`src/rtl/seg_scan_drv.sv`:
```
// seg_scan_drv: 4-digit common-anode 7-seg scanner, frame-synchronous loads.
// Optional SEG_LZ_BLANK_EN blanks leading zero digits (rightmost always shown).
module seg_scan_drv #(
  parameter int unsigned CLK_HZ    = 100000000,
  parameter int unsigned DIGIT_HZ  = 1000,
  parameter int unsigned GUARD_CYC = 16
) (
  input  logic        clk,
  input  logic        rst,
  input  logic [15:0] din,
  input  logic [3:0]  dp_in,
  input  logic        load,
  input  logic        en,
  output logic [3:0]  an,
  output logic [6:0]  seg,
  output logic        dp,
  output logic        frame_tick,
  output logic        upd_ack
);

  localparam int unsigned DWELL = CLK_HZ / DIGIT_HZ;
  localparam int unsigned CW    = (DWELL > 2) ? $clog2(DWELL) : 1;
  localparam logic [CW-1:0] LAST  = CW'(DWELL - 1);
  localparam logic [CW-1:0] GUARD = CW'(GUARD_CYC);

  logic [CW-1:0] cnt;
  logic [1:0]    idx;
  logic          last_cyc;
  logic          boundary;

  logic [15:0] disp_val;
  logic [3:0]  disp_dp;
  logic [15:0] sh_val;
  logic [3:0]  sh_dp;
  logic        pending;

  logic [3:0]  an_sel;
  logic [3:0]  nib;
  logic        dp_bit;
  logic        blank;
  logic        lit;

  function automatic logic [6:0] hex7(input logic [3:0] n);
    logic [6:0] s;
    s = 7'b1111111;
    case (n)
      4'h0: s = 7'b1000000;
      4'h1: s = 7'b1111001;
      4'h2: s = 7'b0100100;
      4'h3: s = 7'b0110000;
      4'h4: s = 7'b0011001;
      4'h5: s = 7'b0010010;
      4'h6: s = 7'b0000010;
      4'h7: s = 7'b1111000;
      4'h8: s = 7'b0000000;
      4'h9: s = 7'b0010000;
      4'hA: s = 7'b0001000;
      4'hB: s = 7'b0000011;
      4'hC: s = 7'b1000110;
      4'hD: s = 7'b0100001;
      4'hE: s = 7'b0000110;
      4'hF: s = 7'b0001110;
      default: s = 7'b1111111;
    endcase
    return s;
  endfunction

  assign last_cyc = (cnt == LAST);
  assign boundary = last_cyc && (idx == 2'd3);

  always_ff @(posedge clk or negedge rst) begin
    if (!rst) begin
      cnt <= '0;
      idx <= 2'd0;
    end else if (last_cyc) begin
      cnt <= '0;
      idx <= idx + 2'd1;
    end else begin
      cnt <= cnt + CW'(1);
    end
  end

  // A load landing on the boundary goes straight to the display.
  always_ff @(posedge clk or negedge rst) begin
    if (!rst) begin
      disp_val   <= 16'h0000;
      disp_dp    <= 4'b0000;
      sh_val     <= 16'h0000;
      sh_dp      <= 4'b0000;
      pending    <= 1'b0;
      upd_ack    <= 1'b0;
      frame_tick <= 1'b0;
    end else begin
      frame_tick <= boundary;
      upd_ack    <= 1'b0;
      if (boundary) begin
        pending <= 1'b0;
        if (load) begin
          disp_val <= din;
          disp_dp  <= dp_in;
          upd_ack  <= 1'b1;
        end else if (pending) begin
          disp_val <= sh_val;
          disp_dp  <= sh_dp;
          upd_ack  <= 1'b1;
        end
      end else if (load) begin
        sh_val  <= din;
        sh_dp   <= dp_in;
        pending <= 1'b1;
      end
    end
  end

  always_comb begin
    an_sel = 4'b1111;
    nib    = 4'h0;
    dp_bit = 1'b0;
    unique case (idx)
      2'd0: begin
        an_sel = 4'b0111;
        nib    = disp_val[15:12];
        dp_bit = disp_dp[3];
      end
      2'd1: begin
        an_sel = 4'b1011;
        nib    = disp_val[11:8];
        dp_bit = disp_dp[2];
      end
      2'd2: begin
        an_sel = 4'b1101;
        nib    = disp_val[7:4];
        dp_bit = disp_dp[1];
      end
      2'd3: begin
        an_sel = 4'b1110;
        nib    = disp_val[3:0];
        dp_bit = disp_dp[0];
      end
      default: begin
        an_sel = 4'b1111;
      end
    endcase
  end

`ifdef SEG_LZ_BLANK_EN
  always_comb begin
    blank = 1'b0;
    unique case (idx)
      2'd0: blank = (disp_val[15:12] == 4'h0);
      2'd1: blank = (disp_val[15:8] == 8'h00);
      2'd2: blank = (disp_val[15:4] == 12'h000);
      2'd3: blank = 1'b0;
      default: blank = 1'b0;
    endcase
  end
`else
  assign blank = 1'b0;
`endif

  assign lit = en && (cnt >= GUARD);

  always_ff @(posedge clk or negedge rst) begin
    if (!rst) begin
      an  <= 4'b1111;
      seg <= 7'b1111111;
      dp  <= 1'b1;
    end else begin
      an  <= lit ? an_sel : 4'b1111;
      seg <= blank ? 7'b1111111 : hex7(nib);
      dp  <= ~dp_bit;
    end
  end

endmodule

```
`config.mk`:
```
export PLATFORM = sky130hd
export DESIGN_NAME = seg_scan_drv
export DESIGN_NICKNAME = d
export VERILOG_FILES = /design/src/rtl/seg_scan_drv.sv
export SDC_FILE = /design/constraint.sdc
export NUM_CORES = 1
export LEC_CHECK = 0
export CORE_UTILIZATION = 60
export CTS_BUF_LIST = sky130_fd_sc_hd__clkbuf_16
export DETAILED_ROUTE_END_ITERATION = 12
export DONT_BUFFER_PORTS = 1
export PLACE_DENSITY_LB_ADDON = 0.15
export SLEW_MARGIN = 40
export SYNTH_ARGS = -nofsm -noshare
export SYNTH_HDL_FRONTEND = slang
export SYNTH_SLANG_ARGS = --single-unit
```
`constraint.sdc`:
```
create_clock -name clk -period 2.48 [get_ports clk]
set_input_delay 0.248 -clock clk [delete_from_list [all_inputs] [get_ports clk]]
set_output_delay 0.248 -clock clk [all_outputs]
set_load 0.02 [all_outputs]
```
-- Word-level counts from Yosys, hierarchy flattened
Memories as Yosys holds them, arrays and structs flattened. A register that Yosys moved wholly into a read port is not among the register bits.
Index checks and enable logic that the tools add are counted.
- $add $sub $neg: 2
- magnitude comparators: 1
- mux-type cells: 14
- bitwise logic cells: 2
- equality and inequality tests: 4
- reductions and logical operators: 8
- operator list (kind ; count):
    16-bit two-way mux ; 2
    4-bit one-hot mux with 4 select lines ; 2
    17-bit by 1-bit adder with 17-bit output (second input constant) ; 1
    17-bit equality test (second input constant) ; 1
    17-bit by 5-bit greater-or-equal comparator with 1-bit output (second input constant) ; 1
    17-bit two-way mux ; 1
    4-bit two-way mux ; 3
    1-bit two-way mux ; 5
    2-bit equality test (second input constant) ; 2
    1-bit one-hot mux with 4 select lines ; 1
    2-bit AND reduction ; 2
    2-bit nonzero test ; 2
    2-bit by 1-bit adder with 2-bit output (second input constant) ; 1
    2-bit by 1-bit equality test with 1-bit output (second input constant) ; 1
    1-bit logical AND ; 2
    2-bit logical NOT ; 1
    1-bit NOT ; 2
    1-bit logical NOT ; 1
- input bits: 24
- ROM bits: 112
- logic and storage cells: 43
- output and inout bits: 14
- memories kept: 1
- register bits: 67
- memory list (name ; words ; width ; rd ports ; clocked after Yosys merged registers in ; wr ports ; line ; source):
    (no name shown) ; 16 ; 7 ; 1 ; 1 ; 0 ; 46 ; case (n)

-- Depth between registers and ports, before layout
Gate-level depths: netlist (run 1).
- depth in word-level cells: 4
- mapped depth: 11
- gate-level depth less buffers: 11

-- Worst setup path before layout (run 1)
Ideal clock, no wire load.
- path kind: reg-to-reg
- from: register idx[0]
- to: register seg[3]
- period minus slack after synthesis: 2108 ps
- data required time: 2405 ps
- path buffers: 0
- arrival: 2033 ps
- path slack: 372 ps
- setup time: 75 ps
- cell stages (with the launch flop): 10
- path through: dfrtp_1 > inv_1 > ha_1 > clkinv_1 > a21oi_1 > inv_1 > ha_1 > and2_1 > o21bai_1 > mux2i_1
- word-level cells in the longest chain between the ends: 2
- elaborated cells between the ends (all ways): 5
- those cells by class: 3 x eq/ne; 1 x mux; 1 x reduce/logical
- RTL lines (item ; line ; source):
    start: declaration ; 27 ; logic [1:0] idx;
    start signal: assignment ; 77 ; idx <= idx + 2'd1;
    2-bit equality test, or another cell as far along ; 119 ; unique case (idx)
    4-bit one-hot mux with 4 select lines (*) ; 119 ;
    end: declaration ; 15 ; output logic [6:0] seg,
Mark *: on every way between the ends. The rest lies on a longest branch, timed or not.
A chain may end at the register's enable or synchronous reset.

-- Worst setup path in the final report (run 1)
- from: register idx[1]
- to: register seg[3]
The elaborated chain is that of the path after synthesis.

==> results by group, run 1 <==
Status
  – Run status: completed

Floorplanning
  – Ports: 38
  – Die area: 6150 sq um
  – Die Span Y: 78.4 um
  – Rows: 27
  – Die X: a little under 80 um
  – Initial Util: 62.9%
  – Core area: 5570 sq um

Global route
  – Vias in the first global route: 2452
  – Total GRT Usage: 26.0%
  – First-pass GRT wire length: 12000 um
  – Largest net degree at the start of global routing: between 70 and 80
  – Initial antenna violation count: 0
  – Total congestion overflow: 0

Setup path
  – Worst Path Arrival: 2.57 ns
  – Worst EP required: 2.73 ns
  – Critical path class: reg2reg
  – Worst r2r src: idx[1]
  – CP Max Fanout: 6
  – R2R cell count: 9
  – Crit. End Element: register
  – Worst Setup Start Kind: register
  – Worst flop-to-flop path endpoint: seg[3]
  – Critical Path Start: idx[1]
  – FF-to-FF setup slack: 0.16 ns

Route
  – DR DRC count: 0
  – Number of detailed-route iterations in the first pass: 4
  – 1st-iter DRT viols: 165
  – Avg WL per Cell: 18.8 um
  – Via count: 2418
  – Post-route antenna net violation count: 0
  – Vias per cell: 6.28
  – Total wire length: 7260 um

Yosys
  – Post-synthesis sequential area ratio: 53.3%
  – Yosys top cell area share: 44.3%
  – Primary FF master, synth: dfrtp_1
  – Yosys cell types: 40
  – Asr flop ratio synth: between 90% and 100%
  – Syn avg cell area: approximately 12 sq um
  – Post-synth EDFFs: 0
  – YS warnings: 0
  – Biggest area consumer among synthesized cells: dfrtp_1
  – Flop and latch count out of synthesis: 74
  – Post-Synthesis Cells: 302
  – Mapped Nets: 338
  – Netlist Area Pre-Place: 3500 sq um
  – Area contributors post-synth: dfrtp_1, dfstp_2, mux2_2

STA
  – Fin crit period: 2.32 ns
  – Period utilization: 93.4%
  – Worst-margin pin slew: 0.748 ns
  – Final setup fails: 0
  – Fin. Hold Viols: 0
  – FMAX: 0.432 GHz
  – Rel. slew slack: 50.2%
  – Worst-case clock skew: 0.00795 ns
  – Max Slew Vio Count: 0
  – PnR worst setup slack: 0.165 ns
  – Setup TNS: 0 ns

Final layout
  – # fillers: 394
  – P&R area growth vs syn: 13.3%
  – Nets@finish: between 300 and 400
  – N_diodes: 0
  – Share of layout cells above drive strength 1: 24.3%
  – Register area: 1870 sq um
  – Area occupied by multi-input gates: about 1500 sq um

Worst hold path
  – Hold EP: sh_val[7]
  – Hold_sp: din[7]
  – Hold crit path type: in2reg
  – Hold path cells: 1

Clock tree
  – Total clock sinks: 74
  – Clock latency on the worst-skew pair: 0.33 ns
  – Num CTS Buffers: 9
  – Clock transition at path regs: ~0.060 ns
  – CTS tree: built
  – H-Tree Level Count: 3
  – Root buf cell: clkbuf_16
  – Postcts setup bufs: 0
  – Clk buf depth: 2

Placed design
  – I/O Buffers: 0
  – Final Wtd Congestion: 0.860
  – Pre-CTS setup slack: approximately 0.12 ns
  – Post-DP HPWL: 4720 um

Power
  – Max VDD drop: between 0.5 and 0.6 mV
  – Total power draw: 2.80 mW
  – Leakage: 1.75 nW
  – Power Density: 706 nW/um^2

Flow run
  – Max-cap check violation count: 0
## placed cells by master, fill, tap and decap left out, types with 3 or more instances in the layout
cell	netlist	final
or3_1	4	4
a222oi_1	3	3
a21oi_1	27	26
nor2_1	12	12
dfrtp_1	62	62
buf_4	0	8
ha_1	12	11
o32ai_1	4	4
nand3_1	9	9
bufinv_16	0	3
nand2_1	12	12
inv_1	13	12
mux2i_1	4	3
a22oi_1	3	3
o22ai_1	29	29
mux2_2	21	21
xor2_1	8	8
clkbuf_16	0	9
dfstp_2	12	12
o22ai_2	10	10
nand4_1	3	3
o21ai_0	7	6
and3_1	6	6
xnor2_1	6	6
and2_1	4	4
## through the flow
stage               cell area (sq um)  std cells  utilization [%]  hold slack [ns]
finish                           3970        385             71.2           0.0680
global route                     3970        385             71.2           0.0627
CTS                              3950        385             70.8           0.0652
detailed placement               3580        367             64.2          -0.0462
global placement                 3580        367             64.2          -0.0460
floorplan                        3500        302                -          -0.0476
## Yosys cell counts (all sizes together) (2+ instances only)
master	instances
xnor2	6
or3	4
mux2	21
a22oi	3
o21ai	7
a222oi	3
buf	6
o32ai	4
nor4	2
and3	6
inv	13
nand2	12
clkbuf	9
and2	4
dfrtp	62
nand3	9
dfstp	12
mux2i	4
o31ai	2
ha	12
and4	2
nor2	12
a21oi	27
o22ai	39
nand4	4
xor2	8
## routing by layer
| metal | wire length (um) | GRT usage [%] | up-vias |
|---|---|---|---|
| met4 | 133 | 11.1 | 0 |
| met2 | 3550 | 41.8 | 60 |
| met1 | 3310 | 34.4 | 1208 |
| met5 | 0 | 0 | - |
| li1 | - | - | 1138 |
| met3 | 265 | 5.35 | 12 |
## logic make-up after synthesis
family	after synthesis	synth area share (%)
mux	25	7.89
compound gates	89	17.5
buf+inv	29	3.78
simple gates	59	9.78
flops	74	53.3
fa+ha+maj	12	4.28
xor+xnor	14	3.50
## sequential cells by signal, indices dropped and copies added, names as in the netlist
name        count
frame_tick      1
pending         1
sh_val         16
disp_val       16
idx             2
sh_dp           4
an              4
dp              1
seg             7
cnt            17
upd_ack         1
disp_dp         4
## critical path: stages (launching register included)
cell and delay [ns]:
dfrtp_1 0.38, inv_1 0.09, ha_1 0.27, a222oi_1 0.55, a21oi_4 0.17, inv_2 0.12
ha_1 0.24, and2_1 0.15, o21bai_1 0.14, mux2i_1 0.14
## worst max path at each step
stage | cells past startpoint | slack (ns) | endpoint
2_1_floorplan | 9 | 0.37 | seg[3]
3_3_place_gp | 9 | 0.23 | seg[3]
3_5_place_dp | 9 | 0.12 | seg[3]
4_1_cts | 9 | 0.1 | seg[3]
5_1_grt | 9 | -0.02 | seg[3]
6_report | 9 | 0.16 | seg[3]
## power breakdown
group	switching [mW]	total, mW	leakage (nW)	internal (mW)
logic	0.0448	0.0878	0.660	0.0429
registers	0.0203	1.26	0.926	1.24
clock network	0.479	1.45	0.164	0.971
## layout make-up
class	instances	share of cell area (%)
tap	72	2.27
inverter	14	1.42
multi-input combinational	199	38.4
timing repair buffer	10	2.46
clock inverter	7	2.71
sequential	74	47.0
clock buffer	9	5.67
## timing repair
action,CTS,global route
setup endpoints to repair,0,6
hold buffers,2,0
gates resized for setup,0,6
endpoints found under the hold margin,74,0
Power figures use the tool's default switching activity.
==> run 2: changes to the inputs <==
Settings changed: SKIP_LAST_GASP set to 1.
Clock period 2.48 ns to 2.3 ns, I/O delays scaled along.
==> results by group, run 2 (same netlist as run 1, synthesis figures left out) <==
Clock tree
  – Clock latency on the worst-skew pair: 0.33 ns
  – Num CTS Buffers: 9
  – Root buf cell: clkbuf_16
  – Clock transition at path regs: 0.06 ns
  – Postcts setup bufs: 0
  – H-Tree Level Count: 3
  – Total clock sinks: 74
  – Clk buf depth: 2
  – CTS tree: built

Setup path
  – Worst Path Arrival: about 2.4 ns
  – Top delay family on crit path: compound AO/OA/AOI/OAI gates
  – Crit. End Element: register
  – Worst path max stage delay: between 0.4 and 0.5 ns
  – Critical path cell sequence: inv_1 > ha_2 > a222oi_1 > a21oi_2 > inv_2 > ha_1 > and2_1 > o21bai_1 > mux2i_1
  – Worst EP required: 2.55 ns
  – CP max-delay cell: a222oi_1
  – Worst Setup Start Kind: register
  – WP buf/inv: 2
  – Critical path class: reg2reg
  – CP Max Fanout: 6

Floorplanning
  – Die Span Y: around 80 um
  – Initial Util: between 60% and 70%
  – Die area: 6150 sq um
  – Core area: 5570 sq um
  – Die X: slightly below 80 um
  – Ports: 38
  – Rows: 27

STA
  – Fin. Hold Viols: 0
  – FMAX: 0.459 GHz
  – Period utilization: 94.7%
  – PnR worst setup slack: about 0.12 ns
  – Fin crit period: 2.18 ns
  – Max Slew Vio Count: 0
  – Worst-margin pin slew: 0.474 ns
  – Worst-case clock skew: 0.00603 ns
  – Final setup fails: 0
  – Rel. slew slack: 68.4%

Placed design
  – Post-DP HPWL: between 4000 and 5000 um
  – Dpl cells: 373
  – Final Wtd Congestion: 0.848
  – Placed inst area: about 3600 sq um
  – I/O Buffers: 0
  – Pre-CTS setup slack: roughly 0.07 ns

Route
  – Post-route antenna net violation count: 0
  – Vias per cell: between 6 and 7
  – Avg WL per Cell: 18.8 um
  – 1st-iter DRT viols: 126
  – Total wire length: between 7000 and 8000 um
  – Via count: 2465
  – DR DRC count: 0
  – Number of detailed-route iterations in the first pass: 4

Final layout
  – Share of layout cells above drive strength 1: 25.7%
  – Max reg flops: 17
  – Nets@finish: 350
  – P&R area growth vs syn: 13.5%
  – Commonest non-fill, non-tap cells in the layout: dfrtp_1, o22ai_1, a21oi_1, mux2_2, buf_4
  – Most common cell after layout, fill and taps aside: dfrtp_1
  – N_diodes: 0
  – Fin area: 3980 sq um
  – Biggest regs: cnt x17, disp_val x16, sh_val x16
  – # fillers: ~380
  – Biggest register: cnt
  – Final cell count without fillers: ~400
  – Post-Route Utilization: 71.3%
  – Area occupied by multi-input gates: approximately 1500 sq um
  – Register area: roughly 1900 sq um

Power
  – Total power draw: approximately 2.8 mW
  – Sw power: a little under 600 uW
  – Register share of total power: 48.8%
  – Power Density: 703 nW/um^2
  – P_int: between 2 and 2.5 mW
  – Sw frac: a little over 20%
  – Share of total power in the clock network: between 40% and 50%
  – Comb pwr share: 3.5%
  – Leakage: 1.75 nW
  – Max VDD drop: 0.648 mV

Flow run
  – Max-cap check violation count: 0

Worst hold path
  – Hold crit path type: in2reg

Global route
  – Met3 Use GR: under 10%
  – Global routing's busiest layer: met2
  – Met1 Resource Use GR: 34.1%
  – First-pass GRT wire length: 12300 um
  – Vias in the first global route: 2521
  – Grt met2 use: about 43%
  – Initial antenna violation count: 0
  – Total congestion overflow: 0
  – Largest net degree at the start of global routing: 75
  – Total GRT Usage: between 20% and 30%

Status
  – Run status: completed
==> run 2: final timing paths <==
path                                 start    endpoint  slack, ns  cells after the start
worst max-delay path                idx[0]      seg[3]       0.12                      9
worst min-delay path                din[9]   sh_val[9]       0.04                      1
worst max register to register      idx[0]      seg[3]       0.12                      9
worst min register to register  sh_val[15]  sh_val[15]       0.50                      1
max in group asynchronous              rst          dp       1.54                      2
min in group asynchronous              rst      cnt[6]       0.45                      2
==> run 2: through the flow <==
| step | setup TNS [ns] | hold WS (ns) |
|---|---|---|
| after detailed placement | 0 | -0.0642 |
| after global routing | -0.000347 | 0.0339 |
| after CTS | 0 | 0.0385 |
| after floorplan | 0 | -0.0656 |
| final | 0 | 0.0450 |
| after global placement | 0 | -0.0642 |
==> run 2: area by class of cell <==
cell class              instances  area share, %
clock buffers                   9           5.66
clock inverters                 7           1.54
inverters                      14           1.42
multi-input cells             199           38.6
flip-flops and latches         74           46.9
well taps                      72           2.27
repair buffers                 16           3.59
==> run 2: worst register-to-register path: stages, from the launching register on <==
cell and delay (ns):
dfrtp_1 0.37, inv_1 0.09, ha_2 0.23, a222oi_1 0.48
a21oi_2 0.13, inv_2 0.11, ha_1 0.23, and2_1 0.14
o21bai_1 0.15, mux2i_1 0.15
==> run 2: per-layer routing <==
| metal | part of all wire, % | up-vias |
|---|---|---|
| met5 | 0 | - |
| met2 | 49 | 68 |
| met4 | 2.0 | 0 |
| met1 | 44 | 1235 |
| met3 | 4.8 | 13 |
| li1 | - | 1149 |
==> run 2: power groups by stage <==
stage / Combinational (mW) / Sequential (mW) / Clock (mW)
2_1_floorplan: 0.0551 / 1.38 / 0
3_3_place_gp: 0.0641 / 1.38 / 0
3_5_place_dp: 0.0655 / 1.38 / 0
4_1_cts: 0.0981 / 1.36 / 1.36
5_1_grt: 0.106 / 1.37 / 1.41
6_report: 0.0965 / 1.36 / 1.33
==> run 2: what timing repair did <==
action	CTS	global route
resized for setup	0	7
endpoints found under the setup margin	0	7
endpoints found under the hold margin	74	0
hold buffers	2	0
==> run 3: changes to the inputs <==
Settings changed: ABC_CLOCK_PERIOD_IN_PS set to 2300, MAX_ROUTING_LAYER set to met4.
==> results by group, run 3 (same netlist as run 1, synthesis figures left out) <==
Status
  – Run status: completed

STA
  – Final Hold Slack: 0.0458 ns
  – Rel. slew slack: a little under three quarters
  – Fin crit period: 2.16 ns
  – FMAX: ~0.46 GHz
  – Max Slew Vio Count: 0
  – Period utilization: 94.1%
  – Worst-case clock skew: 0.00565 ns
  – Final setup fails: 0
  – Fin. Hold Viols: 0
  – Worst-margin pin slew: 0.437 ns

Final layout
  – Fin area: 3980 sq um
  – Nets@finish: 350
  – N_diodes: 0
  – Final cell count without fillers: 391
  – Biggest regs: cnt x17, disp_val x16, sh_val x16
  – Max reg flops: 17
  – P&R area growth vs syn: 13.5%
  – Biggest register: cnt
  – Commonest non-fill, non-tap cells in the layout: dfrtp_1, o22ai_1, a21oi_1, mux2_2, buf_4
  – Share of layout cells above drive strength 1: 25.7%
  – Post-Route Utilization: 71.3%
  – Most common cell after layout, fill and taps aside: dfrtp_1

Setup path
  – Worst EP required: approximately 2.6 ns
  – WP buf/inv: 3
  – Worst path max stage delay: 0.39 ns
  – Crit-path most repeated cell: ha_1
  – R2R cell count: 9
  – Critical path cell sequence: inv_1 > ha_1 > clkinvlp_4 > a21oi_2 > inv_2 > ha_1 > and2_1 > o21bai_1 > mux2i_1
  – Top delay family on crit path: adder cells
  – Crit. End Element: register
  – Levels on crit path: 9
  – Worst Path Arrival: 2.41 ns
  – Critical path class: reg2reg
  – CP max-delay cell: dfrtp_1
  – Worst Setup Start Kind: register
  – CP Max Fanout: 8

Clock tree
  – CTS tree: built
  – Clock transition at path regs: 0.06 ns
  – Num CTS Buffers: 9
  – H-Tree Level Count: 3
  – Total clock sinks: 74
  – Root buf cell: clkbuf_16
  – Clock latency on the worst-skew pair: 0.33 ns
  – Clk buf depth: 2

Route
  – Number of detailed-route iterations in the first pass: 4
  – DRT met1 WL: 3150 um
  – Metal2 WL: 3600 um
  – Via count: 2478
  – Post-route antenna net violation count: 0
  – Avg WL per Cell: between 15 and 20 um
  – DR top layer: met4
  – Total wire length: between 7000 and 8000 um
  – 1st-iter DRT viols: 147
  – Met3 WL: 469 um
  – DR DRC count: 0
  – Vias per cell: around 6.3

Global route
  – Total congestion overflow: 0
  – Total GRT Usage: 27.6%
  – Vias in the first global route: 2519
  – Initial antenna violation count: 0
  – First-pass GRT wire length: 12300 um
  – Largest net degree at the start of global routing: 75

Flow run
  – Max-cap check violation count: 0

Power
  – Power Density: approximately 700 nW/um^2
  – Sw power: 584 uW
  – Total power draw: between 2 and 3 mW
  – Sw frac: 20.9%
  – P_int: 2.21 mW
  – Share of total power in the clock network: 47.8%
  – Leakage: 1.75 nW
  – Comb pwr share: 3.4%
  – Register share of total power: around half
  – Max VDD drop: approximately 0.65 mV

Floorplanning
  – Ports: 38
  – Die area: 6150 sq um
  – Core area: approximately 5600 sq um
  – Die X: 78.4 um
  – Initial Util: 62.9%
  – Die Span Y: 78.4 um
  – Rows: 27

Placed design
  – Post-DP HPWL: 4850 um
  – Dpl cells: 373
  – Placed inst area: 3620 sq um
  – Final Wtd Congestion: 0.861
  – I/O Buffers: 0

Worst hold path
  – Hold crit path type: in2reg
  – Hold path cells: 1
## run 3: cell counts in the layout (fill, tap and decap cells not counted)
No cell type changed its count.
## run 3: power by group through the flow
stage | combinational, mW | sequential, mW | clock [mW]
detailed placement | 0.0655 | 1.38 | 0
floorplan | 0.0551 | 1.38 | 0
CTS | 0.0981 | 1.36 | 1.36
finish | 0.0963 | 1.36 | 1.34
global placement | 0.0641 | 1.38 | 0
global route | 0.107 | 1.37 | 1.41
## run 3: path summary, 6_finish.rpt
| check | startpoint | to | slack (ns) |
|---|---|---|---|
| worst max-delay path | idx[0] | seg[3] | 0.14 |
| min in group asynchronous | rst | cnt[15] | 0.44 |
| max in group asynchronous | rst | seg[1] | 1.54 |
| worst min register to register | sh_val[15] | sh_val[15] | 0.50 |
| worst max register to register | idx[0] | seg[3] | 0.14 |
| worst min-delay path | din[9] | sh_val[9] | 0.05 |
## run 3: cell type report
class | instances | area [sq um]
Sequential cell | 74 | 1870
Clock inverter | 7 | 61.3
Clock buffer | 9 | 225
Inverter | 14 | 56.3
Multi-Input combinational cell | 199 | 1530
Timing Repair Buffer | 16 | 143
Tap cell | 72 | 90.1
Fill cell | 382 | 1600
## run 3: through the flow
step	setup slack, ns	TNS (ns)
after CTS	0.0470	0
after floorplan	0.192	0
after global routing	-0.000397	-0.000397
final	0.137	0
after global placement	0.191	0
after detailed placement	0.0699	0
## run 3: metal layers
layer / vias up / global-route usage (%)
li1: 1150 / -
met1: 1236 / 34.7
met2: 78 / 42.7
met3: 14 / 7.67
met4: 0 / 10.6
met5: - / -
## run 3: repair_timing
action | CTS | global route
hold buffers | 2 | 0
endpoints found under the setup margin | 0 | 7
gates resized for setup | 0 | 7
setup buffers | 0 | 0
hold endpoints to repair | 74 | 0
